$ cat config.mk
export PLATFORM = sky130hd
export DESIGN_NAME = sub24_pipe_flat
export DESIGN_NICKNAME = d
export VERILOG_FILES = /design/src/rtl/sub24_pipe_if.sv /design/src/rtl/sub24_pipe.sv /design/src/flat_wrapper.sv
export SDC_FILE = /design/constraint.sdc
export NUM_CORES = 1
export LEC_CHECK = 0
export BUFFER_PORTS_ARGS = -buffer_cell sky130_fd_sc_hd__buf_2
export CAP_MARGIN = 10
export CORE_ASPECT_RATIO = 0.7
export CORE_MARGIN = 3
export CORE_UTILIZATION = 45
export CTS_CLUSTER_DIAMETER = 120
export DETAILED_ROUTE_END_ITERATION = 8
export PLACE_DENSITY_LB_ADDON = 0.2
export RECOVER_POWER = 50
export SLEW_MARGIN = 0
export SYNTH_ARGS = -nofsm -noshare
export SYNTH_HDL_FRONTEND = slang
export SYNTH_SLANG_ARGS = --single-unit
$ cat constraint.sdc
create_clock -name clk -period 3.4 [get_ports clk]
set_input_delay 0.68 -clock clk [delete_from_list [all_inputs] [get_ports clk]]
set_output_delay 0.68 -clock clk [all_outputs]
set_load 0.05 [all_outputs]
$ cat src/rtl/sub24_pipe_if.sv
// Handshake and operand/result bundle for sub24_pipe.
// The master side drives operands and out_ready; the slave side is the subtractor.
interface sub24_pipe_if;
    logic        in_valid;
    logic        in_ready;
    logic [23:0] a;
    logic [23:0] b;
    logic        bin;
    logic        out_valid;
    logic        out_ready;
    logic [23:0] diff;
    logic        bout;

    modport master (
        output in_valid, a, b, bin, out_ready,
        input  in_ready, out_valid, diff, bout
    );

    modport slave (
        input  in_valid, a, b, bin, out_ready,
        output in_ready, out_valid, diff, bout
    );
endinterface

$ cat src/rtl/sub24_pipe.sv
// Two-stage 24-bit subtractor diff = a - b - bin, split 16/8 with valid/ready on both sides.
// Optional macro SUB24_SAT_EN clamps the result to zero whenever the final borrow-out is set.
module sub24_pipe (
    input  logic             clk,
    input  logic             rst_n,
    sub24_pipe_if.slave      bus
);

    logic        s1_valid;
    logic [15:0] s1_d_lo;
    logic        s1_borrow_mid;
    logic [7:0]  s1_a_hi;
    logic [7:0]  s1_b_hi;

    logic        s2_valid;
    logic [23:0] s2_diff;
    logic        s2_bout;

    logic        s2_ready;
    logic        s1_ready;
    logic [16:0] lo_sub;
    logic [8:0]  hi_sub;
    logic [23:0] diff_next;

    // Ready chain depends only on stage occupancy and out_ready, never on in_valid.
    assign s2_ready    = !s2_valid || bus.out_ready;
    assign s1_ready    = !s1_valid || s2_ready;
    assign bus.in_ready = s1_ready;

    // Bit 16 of the widened low subtraction is the borrow out of bit 15.
    assign lo_sub = {1'b0, bus.a[15:0]} - {1'b0, bus.b[15:0]} - {16'b0, bus.bin};
    assign hi_sub = {1'b0, s1_a_hi} - {1'b0, s1_b_hi} - {8'b0, s1_borrow_mid};

`ifdef SUB24_SAT_EN
    assign diff_next = hi_sub[8] ? 24'h000000 : {hi_sub[7:0], s1_d_lo};
`else
    assign diff_next = {hi_sub[7:0], s1_d_lo};
`endif

    always_ff @(posedge clk) begin
        if (!rst_n) begin
            s1_valid      <= 1'b0;
            s1_d_lo       <= '0;
            s1_borrow_mid <= 1'b0;
            s1_a_hi       <= '0;
            s1_b_hi       <= '0;
            s2_valid      <= 1'b0;
            s2_diff       <= '0;
            s2_bout       <= 1'b0;
        end else begin
            if (s2_ready) begin
                s2_valid <= s1_valid;
                if (s1_valid) begin
                    s2_diff <= diff_next;
                    s2_bout <= hi_sub[8];
                end
            end
            if (s1_ready) begin
                s1_valid <= bus.in_valid;
                if (bus.in_valid) begin
                    s1_d_lo       <= lo_sub[15:0];
                    s1_borrow_mid <= lo_sub[16];
                    s1_a_hi       <= bus.a[23:16];
                    s1_b_hi       <= bus.b[23:16];
                end
            end
        end
    end

    assign bus.out_valid = s2_valid;
    assign bus.diff      = s2_diff;
    assign bus.bout      = s2_bout;

endmodule

$ cat src/flat_wrapper.sv
// flat-port wrapper written by rule: the top's interface ports become plain ports
module sub24_pipe_flat 
  (clk, rst_n, bus_in_valid, bus_a, bus_b, bus_bin, bus_out_ready, bus_in_ready, bus_out_valid, bus_diff, bus_bout);
  sub24_pipe_if bus_i ();
  input  logic clk;
  input  logic rst_n;
  input wire logic [$bits(bus_i.in_valid)-1:0] bus_in_valid;
  input wire logic [$bits(bus_i.a)-1:0] bus_a;
  input wire logic [$bits(bus_i.b)-1:0] bus_b;
  input wire logic [$bits(bus_i.bin)-1:0] bus_bin;
  input wire logic [$bits(bus_i.out_ready)-1:0] bus_out_ready;
  output wire logic [$bits(bus_i.in_ready)-1:0] bus_in_ready;
  output wire logic [$bits(bus_i.out_valid)-1:0] bus_out_valid;
  output wire logic [$bits(bus_i.diff)-1:0] bus_diff;
  output wire logic [$bits(bus_i.bout)-1:0] bus_bout;
  assign bus_i.in_valid = bus_in_valid;
  assign bus_i.a = bus_a;
  assign bus_i.b = bus_b;
  assign bus_i.bin = bus_bin;
  assign bus_i.out_ready = bus_out_ready;
  assign bus_in_ready = bus_i.in_ready;
  assign bus_out_valid = bus_i.out_valid;
  assign bus_diff = bus_i.diff;
  assign bus_bout = bus_i.bout;
  sub24_pipe u_core (.clk(clk), .rst_n(rst_n), .bus(bus_i));
endmodule
## Word level (Yosys, flattened, before mapping)

Cells that the tools add are included.

- Add/sub/neg operators: 4
- Reductions and logical operators: 6

Operator list:

| kind | number |
|---|---|
| subtractor 16 x 16 -> 17 bit | 1 |
| subtractor 17 x 1 -> 17 bit | 1 |
| subtractor 8 x 8 -> 9 bit | 1 |
| subtractor 9 x 1 -> 9 bit | 1 |
| AND reduction 2 bit | 2 |
| zero test 1 bit | 2 |
| logical OR 1 bit | 2 |

- Flip-flop bits (word level): 60
- Logic and storage cells: 18

## Logic depth before layout (Yosys ltp)

Gate-level depths: netlist of run 1.

- Depth in word-level cells: 4
- Gate-level depth with buffers: 11

## Worst setup path before layout of run 1

OpenSTA, ideal clock, no wires.

- Path type: input port to flip-flop
- From: in bus_a[3]
- To: reg u_core.s1_borrow_mid
- Library setup time: 0.127 ns
- Data arrival time: 2.672 ns
- Path slack: 0.601 ns
- Stages on the path: 10
- Buffers on the path: 0
- Path through: inv_1 > ha_1 > inv_1 > ha_1 > o211a_1 > a221oi_4 > a2111oi_4 > a2111oi_4 > and4_1 > nor4_2

- Longest elaborated chain between the ends: 2

RTL lines:

| what | RTL line | text |
|---|---|---|
| from (decl) | flat_wrapper.sv:8 | `input wire logic [$bits(bus_i.a)-1:0] bus_a;` |
| subtractor 16 x 16 -> 17 bit | sub24_pipe.sv:31 | `assign lo_sub = {1'b0, bus.a[15:0]} - {1'b0, bus.b[15:0]} - {16'b0, bus.bin};` |
| subtractor 17 x 1 -> 17 bit | sub24_pipe.sv:31 |  |
| to (signal assigned) | sub24_pipe.sv:62 | `s1_borrow_mid <= lo_sub[16];` |
| to (decl) | sub24_pipe.sv:11 | `logic s1_borrow_mid;` |

No other way between the ends.
A chain may end at the register's enable or synchronous reset.

## Final worst setup path of run 1

- From: in bus_b[3]
- To: reg u_core.s1_borrow_mid

- Longest elaborated chain between the ends: 2

RTL lines:

| what | RTL line | text |
|---|---|---|
| from (decl) | flat_wrapper.sv:9 | `input wire logic [$bits(bus_i.b)-1:0] bus_b;` |
| subtractor 16 x 16 -> 17 bit | sub24_pipe.sv:31 |  |
| subtractor 17 x 1 -> 17 bit | sub24_pipe.sv:31 |  |

No other way between the ends.

==> results of run 1 <==
critical path, stage by stage:
cell and delay (ps):
buf_2 100, ha_1 260, inv_1 40, ha_1 350, o211a_1 260, a221oi_4 370
a2111oi_4 130, a2111oi_4 400, and4_1 260, nor4_2 60
Yosys cell counts (all sizes together) (2+ instances only):
| cell type | instances | area, µm² |
|---|---|---|
| clkbuf | 17 | 63.8 |
| nand3 | 13 | 65.1 |
| inv | 67 | 251 |
| a21oi | 60 | 300 |
| fa | 4 | 80.1 |
| and2 | 2 | 12.5 |
| nand2 | 98 | 368 |
| nand2b | 4 | 25.0 |
| a31oi | 2 | 12.5 |
| xnor2 | 12 | 105 |
| and3 | 2 | 13.8 |
| a211oi | 5 | 37.5 |
| o211ai | 4 | 30.0 |
| a21o | 5 | 37.5 |
| a2111oi | 2 | 55.1 |
| nor2 | 10 | 37.5 |
| ha | 44 | 551 |
| dfxtp | 60 | 1200 |
| nor4 | 3 | 25.0 |
| o2111ai | 2 | 17.5 |
| xor2 | 5 | 43.8 |
| o21ai | 17 | 85.1 |
| nand4 | 2 | 12.5 |
| buf | 2 | 10.0 |
| nor2b | 3 | 18.8 |
| nand3b | 3 | 22.5 |
state kept, by name, summed over array words and instances (netlist names):
name                  cells
u_core.bus.bout           1
u_core.bus.diff          24
u_core.bus.out_valid      1
u_core.s1_a_hi            8
u_core.s1_b_hi            8
u_core.s1_borrow_mid      1
u_core.s1_d_lo           16
u_core.s1_valid           1
power by group:
part           switching, W  total [W]  internal (W)
Clock              0.000286   0.000759      0.000473
Sequential        0.0000319   0.000795      0.000763
Combinational      0.000359   0.000589      0.000230
Total              0.000677    0.00214       0.00147
kinds of logic after synthesis:
logic type,synth area share [%]
and+or+nand+nor,17.4
AOI/OAI and AO/OA,18.8
buffers and inverters,9.05
DFF,33.0
adders and majority gates,17.3
xor gates and xnor gates,4.09
muxes,0.275
layout make-up:
| class | count | area, µm² |
|---|---|---|
| multi-input cells | 318 | 2110 |
| well taps | 98 | 123 |
| fillers | 760 | 3250 |
| clock inverters | 4 | 20.0 |
| inverters | 68 | 255 |
| flip-flops and latches | 60 | 1200 |
| repair buffers | 85 | 403 |
| clock buffers | 9 | 225 |
path summary, 6_finish.rpt:
kind	endpoint	slack (ps)	start
max	u_core.s1_borrow_mid	620	bus_b[3]
min	u_core.bus.diff[5]	450	u_core.s1_d_lo[5]
max reg2reg	u_core.s1_d_lo[10]	840	u_core.bus.out_valid
min reg2reg	u_core.bus.diff[5]	450	u_core.s1_d_lo[5]
per-stage QoR:
stage	area (µm²)	total power [W]	hold slack [ps]	std cells	worst slack, ps
after floorplan	3640	0.00126	429	465	601
after global placement	4130	0.00139	438	629	401
after detailed placement	4130	0.00140	444	629	335
after CTS	4370	0.00217	451	642	676
after global routing	4330	0.00227	460	642	451
final	4330	0.00214	448	642	625
layer usage:
layer	track usage [%]	vias to the layer above	wire, µm
met3	5.88	9	538
met1	24.7	1458	4010
met2	27.7	74	3360
met4	4.20	0	59
li1	-	1695	-
met5	0	-	0
==> impl_results.md, run 1 <==
- Main flop type after synthesis: dfxtp_1
- Critical path type: primary input to flip-flop
- Pin count of the biggest net entering global routing: 28
- TritonCTS clock tree: done
- Final Setup Violations: 0
- Layout area overhead: 19.2%
- Setup crit end kind: flip-flop
- WL/cell: between 10 and 15 µm
- Die area: 9210 µm²
- Pin slew with the least headroom to its limit: between 1500 and 2000 ps
- Syn nets: 566
- Antenna diode count: 0
- Async SR Flop Fraction: 0%
- Global-route wire length before repair: 13300 µm
- Post-synth EDFFs: 0
- Htree depth: 3
- Worst vdd ir: 0.000317 V
- Setup_tns: 0 ps
- Share of layout cells above drive strength 1: between 10 and 15%
- Num rows: 26
- Gr usage total: 18.0%
- Status: finished, violations left
- GR Overflow Total: 0
- Sequential area share after synthesis: 33.0%
- Slew headroom: -14.1%
- Total CTS buffers: 9
- Clock sinks: 60
- Failing checks: max-capacitance violations, max-slew violations
- Final hold vios: 0
- R2R depth: 4
- #FFs+latches synth: 60
- Fmax: 360 MHz
- Die height: 81.2 µm
- DRC Markers: 0
- Commonest non-fill, non-tap cell in the layout: nand2_1
- Layout Utilization: 57.2%
- Post-route ant nets: 0
- Antenna violations before repair: 0
- Avg Inst Size Synth: 7.82 µm²
- Width of the die: 113 µm
- P_leak: a little under 2 nW
- WHS Path Cells: 2
- Area of the core: 7580 µm²
- Mapped Cells: 465
- Crit path launch type: primary input
- Most frequent cells in the layout: 98 x nand2_1, 67 x inv_1, 60 x a21oi_1, 60 x dfxtp_1, 52 x buf_2
- Drt total wl: 7970 µm
- Max-cap violations: 1
- HP Class: flip-flop to flip-flop
- Post-CTS sizing: 0
- CTS clk-pin slew, worst paths: 50 ps
- CP required: 3550 ps
- Unrepaired setup endpoints after global routing: no
- Synth cell types: 46
- Vias/cell: 5.04
- IO Port Bufs: 79
- Final Slew Violations: 21
- Num ports: 80
- Largest fanout on the critical path: 6
- Arr. time, crit path: between 2000 and 3000 ps
- Crit share post-route: between 80% and 90%
- Mapped Area: between 3000 and 4000 µm²
- CTS root buffer: clkbuf_16
- Vias: 3236
- Initial DRC Count: between 150 and 200
- Detailed Place HPWL: between 6000 and 7000 µm
- Global placement routability congestion: between 0.7 and 0.8
- Vias in the first global route: 2930
- Max clock buf depth: 2
- Pwr dens: 495 nW/µm²
- Final #Nets: 643
- YS warnings: 0
- Drt first pass iters: 4
- Initial Utilization: 48.0%
- Worst-Skew Late Latency: 320 ps
- Clock skew: ~5.5 ps
- Post-CTS setup buffer count: 0
- Min Clock Period, post-route: 2780 ps
- Post-CTS Hold Fix Bufs: 0
(Power assumes the default switching activity.)
==> run 2: changes to the inputs <==
- clock period: 3.4 -> 2.3 ns (I/O delays scaled with it)
==> impl_results.md, run 2 (same netlist as run 1, synthesis figures left out) <==
- Status: complete, no violations
- Max clock buf depth: 2
- Pin count of the biggest net entering global routing: 45
- Reg2reg start: u_core.s1_b_hi[0]
- Critical Path, Cell by Cell: inv_2 > fa_2 > fa_2 > nand2b_4 > a21o_1 > a21o_1 > a211oi_2 > xnor2_1 > a21oi_1
- Layout Utilization: 63.5%
- Setup crit end kind: flip-flop
- Clock sinks: 60
- Most frequent cells in the layout: 98 x nand2_1, 61 x inv_1, 58 x a21oi_1, 58 x dfxtp_1, 49 x buf_2
- IO Port Bufs: 79
- Critical path type: flip-flop to flip-flop
- Vias in the first global route: 3275
- R2R depth: 9
- GR Overflow Total: 0
- Detailed Place HPWL: 6580 µm
- Vias/cell: roughly 5.1
- Pwr dens: 775 nW/µm²
- Worst vdd ir: 0.000437 V
- Width of the die: 113 µm
- FF/Latch Area: 1200 µm²
- Crit share post-route: 98.0%
- Arr. time, crit path: approximately 2500 ps
- Hold Path Sink: u_core.s1_b_hi[0]
- Final Setup Violations: 0
- Gr usage total: between 20% and 30%
- Slew headroom: 35.6%
- Post-CTS Hold Fix Bufs: 0
- Clock skew: 3.57 ps
- Largest delay share family, worst path: adder cells
- Largest register FFs: 24
- Initial Utilization: between 40 and 50%
- Antenna violations before repair: 0
- RR Endpoint: u_core.bus.bout
- Htree depth: 3
- Die height: 81.2 µm
- Final Slew Violations: 0
- Crit path launch type: flip-flop
- DRC Markers: 0
- CTS root buffer: clkbuf_16
- Pin slew with the least headroom to its limit: 966 ps
- CTS clk-pin slew, worst paths: about 50 ps
- FF-to-FF setup slack: 50 ps
- CP required: around 2500 ps
- Unrepaired setup endpoints after global routing: yes
- Die area: 9210 µm²
- # fillers: 665
- TritonCTS clock tree: done
- HP Class: primary input to flip-flop
- Delay of the slowest critical-path stage: 410 ps
- Layout area overhead: 32.3%
- Antenna diode count: 0
- Max-cap violations: 0
- Largest fanout on the critical path: 2
- Share of layout cells above drive strength 1: 23.5%
- Commonest non-fill, non-tap cell in the layout: nand2_1
- Vias: ~3.4k
- Post-route ant nets: 0
- Final #Nets: 674
- HP Start: bus_b[16]
- Fin worst setup slack: about 46 ps
- WL/cell: 13.1 µm
- WHS Path Cells: 3
- Place WS: -293 ps
- Global placement routability congestion: 0.863
- Global-route wire length before repair: 14900 µm
- Drt first pass iters: 4
- Num rows: 26
- Min Clock Period, post-route: 2250 ps
- Buffers plus inverters on the worst setup path: 1
- Drt total wl: a little under 9000 µm
- Placed Instance Area: around 4400 µm²
- Initial DRC Count: 207
- Final hold vios: 0
- Area of the core: approximately 7600 µm²
- Post-route cell area: 4810 µm²
- P_leak: around 2.2 nW
- Multi-input logic area: 2210 µm²
- Fmax: 444 MHz
- Crit-path slowest cell: fa_2
- Total power after layout: 0.00373 W
- Worst-Skew Late Latency: about 330 ps
- Total CTS buffers: 9
- Num ports: 80
[run 2: worst min-delay path, delay by kind of cell]
kind / cells / cell delay (ps)
compound gates: 1 / 50
simple gates: 1 / 40
buf+inv: 1 / 100
[run 2: worst max path at each step]
stage | startpoint | endpoint | cells after the start
6_report | u_core.s1_b_hi[0] | u_core.bus.bout | 9
3_5_place_dp | bus_a[3] | u_core.s1_borrow_mid | 11
4_1_cts | u_core.s1_borrow_mid | u_core.bus.bout | 9
2_1_floorplan | bus_a[3] | u_core.s1_borrow_mid | 10
5_1_grt | bus_a[0] | u_core.s1_borrow_mid | 10
3_3_place_gp | bus_a[0] | u_core.s1_d_lo[15] | 10
[run 2: report_power, final]
part,internal (W),total (W),leakage [nW],switching (W)
clock network,0.00103,0.00150,0.169,0.000463
registers,0.00113,0.00118,0.493,0.0000502
logic,0.000472,0.00106,1.52,0.000585
total,0.00263,0.00373,2.18,0.00110
[run 2: timing repair]
| item | in CTS | in global routing |
|---|---|---|
| endpoints found under the setup margin | 4 | 11 |
| buffers inserted | 1 | 0 |
| resized for setup | 7 | 14 |
| pin swaps | 7 | 13 |
[run 2: per-layer routing]
metal / wire, µm / GRT usage [%] / up-vias
li1: - / - / 1758
met1: 4220 / 26.7 / 1581
met2: 4010 / 32.8 / 94
met3: 572 / 5.88 / 8
met4: 66 / 5.28 / 0
met5: 0 / 0 / -
[run 2: stage by stage]
| stage | TNS [ps] | hold WS, ps | cells |
|---|---|---|---|
| after floorplan | -31.2 | 429 | 465 |
| after global placement | -2340 | 441 | 659 |
| after detailed placement | -2690 | 443 | 659 |
| after CTS | -28.2 | 359 | 676 |
| after global routing | -148 | 356 | 676 |
| final | 0 | 358 | 676 |
[run 2: area by class of cell]
type	count	share of cell area, %
clock buffer	12	5.54
clock inverter	4	1.46
inverter	68	5.57
multi-input combinational	318	46.0
sequential	60	25.0
tap	98	2.55
timing repair buffer	116	13.9
==> run 3: changes to the inputs <==
- GPL_TIMING_DRIVEN: not set -> 0
- clock period: 2.3 -> 2.41 ns (I/O delays scaled with it)
==> impl_results.md, run 3 (same netlist as run 1, synthesis figures left out) <==
- Worst-Skew Late Latency: ~330 ps
- Max-cap violations: 0
- Vias in the first global route: ~3.2k
- Pin slew with the least headroom to its limit: approximately 640 ps
- Total CTS buffers: 9
- Critical Path, Cell by Cell: buf_2 > ha_1 > inv_2 > ha_4 > o211a_1 > a221oi_4 > a2111oi_4 > a2111oi_4 > buf_4 > xor2_1 > o21ai_1
- Layout area overhead: 25.1%
- Vias: about 3.5k
- Buffers plus inverters on the worst setup path: 3
- Num ports: 80
- Crit. path cell count: 11
- Total placed cells including tap cells: roughly 640
- CTS clk-pin slew, worst paths: 50 ps
- Final Slew Violations: 0
- Initial DRC Count: 205
- Non-Filler Instances: 663
- Reg2reg start: u_core.s1_b_hi[0]
- Cell mode on critical path: a2111oi_4
- Fmax: 419 MHz
- Crit share post-route: 98.9%
- Die area: 9210 µm²
- Area of the core: 7580 µm²
- Crit-path slowest cell: a221oi_4
- HP Class: primary input to flip-flop
- Largest register FFs: 24
- DRC Markers: 0
- FF-to-FF setup slack: 90 ps
- Global-route wire length before repair: 15100 µm
- Setup crit end kind: flip-flop
- Antenna violations before repair: 0
- Die height: 81.2 µm
- Drt first pass iters: 5
- Critical path type: primary input to flip-flop
- Pwr dens: 727 nW/µm²
- Worst vdd ir: between 0.0004 and 0.0005 V
- Min Clock Period, post-route: 2380 ps
- Unrepaired setup endpoints after global routing: yes
- Num rows: 26
- P_leak: 2.03 nW
- Post-route ant nets: 0
- Largest fanout on the critical path: 6
- Arr. time, crit path: between 2000 and 3000 ps
- CTS root buffer: clkbuf_16
- Max clock buf depth: 2
- Status: complete, no violations
- Detailed Place HPWL: around 7000 µm
- CP required: 2620 ps
- GR Overflow Total: 0
- # fillers: 746
- Final hold vios: 0
- Drt total wl: slightly above 9000 µm
- Gr usage total: 20.8%
- Initial Utilization: 48.0%
- Total power after layout: 0.00330 W
- Final #Nets: 663
- Commonest non-fill, non-tap cell in the layout: nand2_1
- Pin count of the biggest net entering global routing: 11
- Clock skew: 6.01 ps
- Antenna diode count: 0
- Largest delay share family, worst path: compound AO/OA/AOI/OAI gates
- Vias/cell: 5.29
- IO Port Bufs: 79
- Post-CTS Hold Fix Bufs: 0
- Delay of the slowest critical-path stage: 380 ps
- Most frequent cells in the layout: 98 x nand2_1, 61 x inv_1, 60 x a21oi_1
- R2R depth: 9
- Clock sinks: 60
- Htree depth: 3
- Share of layout cells above drive strength 1: a little under a fifth
- TritonCTS clock tree: done
- RR Endpoint: u_core.bus.bout
- Crit path launch type: primary input
- Setup crit end: u_core.s1_d_lo[14]
- WL/cell: 13.9 µm
- Final Setup Violations: 0
- Slew headroom: 57.5%
- Critical path startpoint: bus_b[3]
- Width of the die: 113 µm
- Setup_tns: 0 ps
- Global placement routability congestion: 0.827
==> run 3: worst min-delay path by stage <==
| stage | depth (start not counted) | slack (ps) | start | to |
|---|---|---|---|---|
| finish | 3 | 390 | bus_a[20] | u_core.s1_a_hi[4] |
| global route | 3 | 400 | bus_a[16] | u_core.s1_a_hi[0] |
| CTS | 3 | 390 | bus_a[20] | u_core.s1_a_hi[4] |
| detailed placement | 2 | 450 | u_core.s1_d_lo[7] | u_core.bus.diff[7] |
| global placement | 2 | 440 | u_core.bus.diff[21] | u_core.bus.diff[21] |
| floorplan | 2 | 430 | u_core.s1_d_lo[15] | u_core.bus.diff[15] |
==> run 3: worst min-delay path, delay by kind of cell <==
kind | cells | cell delay [ps]
buffers and inverters | 1 | 90
AO/OA/AOI/OAI | 1 | 50
AND/OR/NAND/NOR | 1 | 40
==> run 3: cell type report <==
type                            instances  area (µm²)  area share (%)
Sequential cell                        60        1200            26.5
Buffer                                 19        73.8            1.62
Tap cell                               98         123            2.70
Clock inverter                          2        35.0           0.770
Timing Repair Buffer                   86         420            9.24
Inverter                               68         258            5.67
Clock buffer                           12         256            5.64
Multi-Input combinational cell        318        2180            47.9
==> run 3: power breakdown <==
| part | total (W) | switching [W] | internal (W) |
|---|---|---|---|
| Combinational | 0.000936 | 0.000559 | 0.000377 |
| Sequential | 0.00112 | 0.0000462 | 0.00108 |
| Clock | 0.00125 | 0.000405 | 0.000840 |
| Total | 0.00330 | 0.00101 | 0.00229 |
==> run 3: timing repair <==
| item | CTS | global route |
|---|---|---|
| endpoints found under the setup margin | 1 | 11 |
| pin swaps | 0 | 12 |
| setup buffers | 0 | 7 |
| resized for setup | 3 | 21 |
==> run 3: routing by layer <==
layer  up-vias  global-route usage (%)  wire (µm)
li1       1735                       -          -
met1      1644                    29.6       4380
met2       115                    31.7       4010
met3        15                    4.77        733
met4         0                    5.52        105
met5         -                       0          0
==> run 3: per-stage QoR <==
step	cell area (µm²)	util (%)	hold slack (ps)	worst slack, ps
5_1_grt	4550	60.0	399	-84.1
4_1_cts	4480	59.1	392	0.0611
3_5_place_dp	4170	55.0	445	-318
2_1_floorplan	3650	-	429	-20.3
6_report	4550	60.0	389	25.9
3_3_place_gp	4170	55.0	438	-313
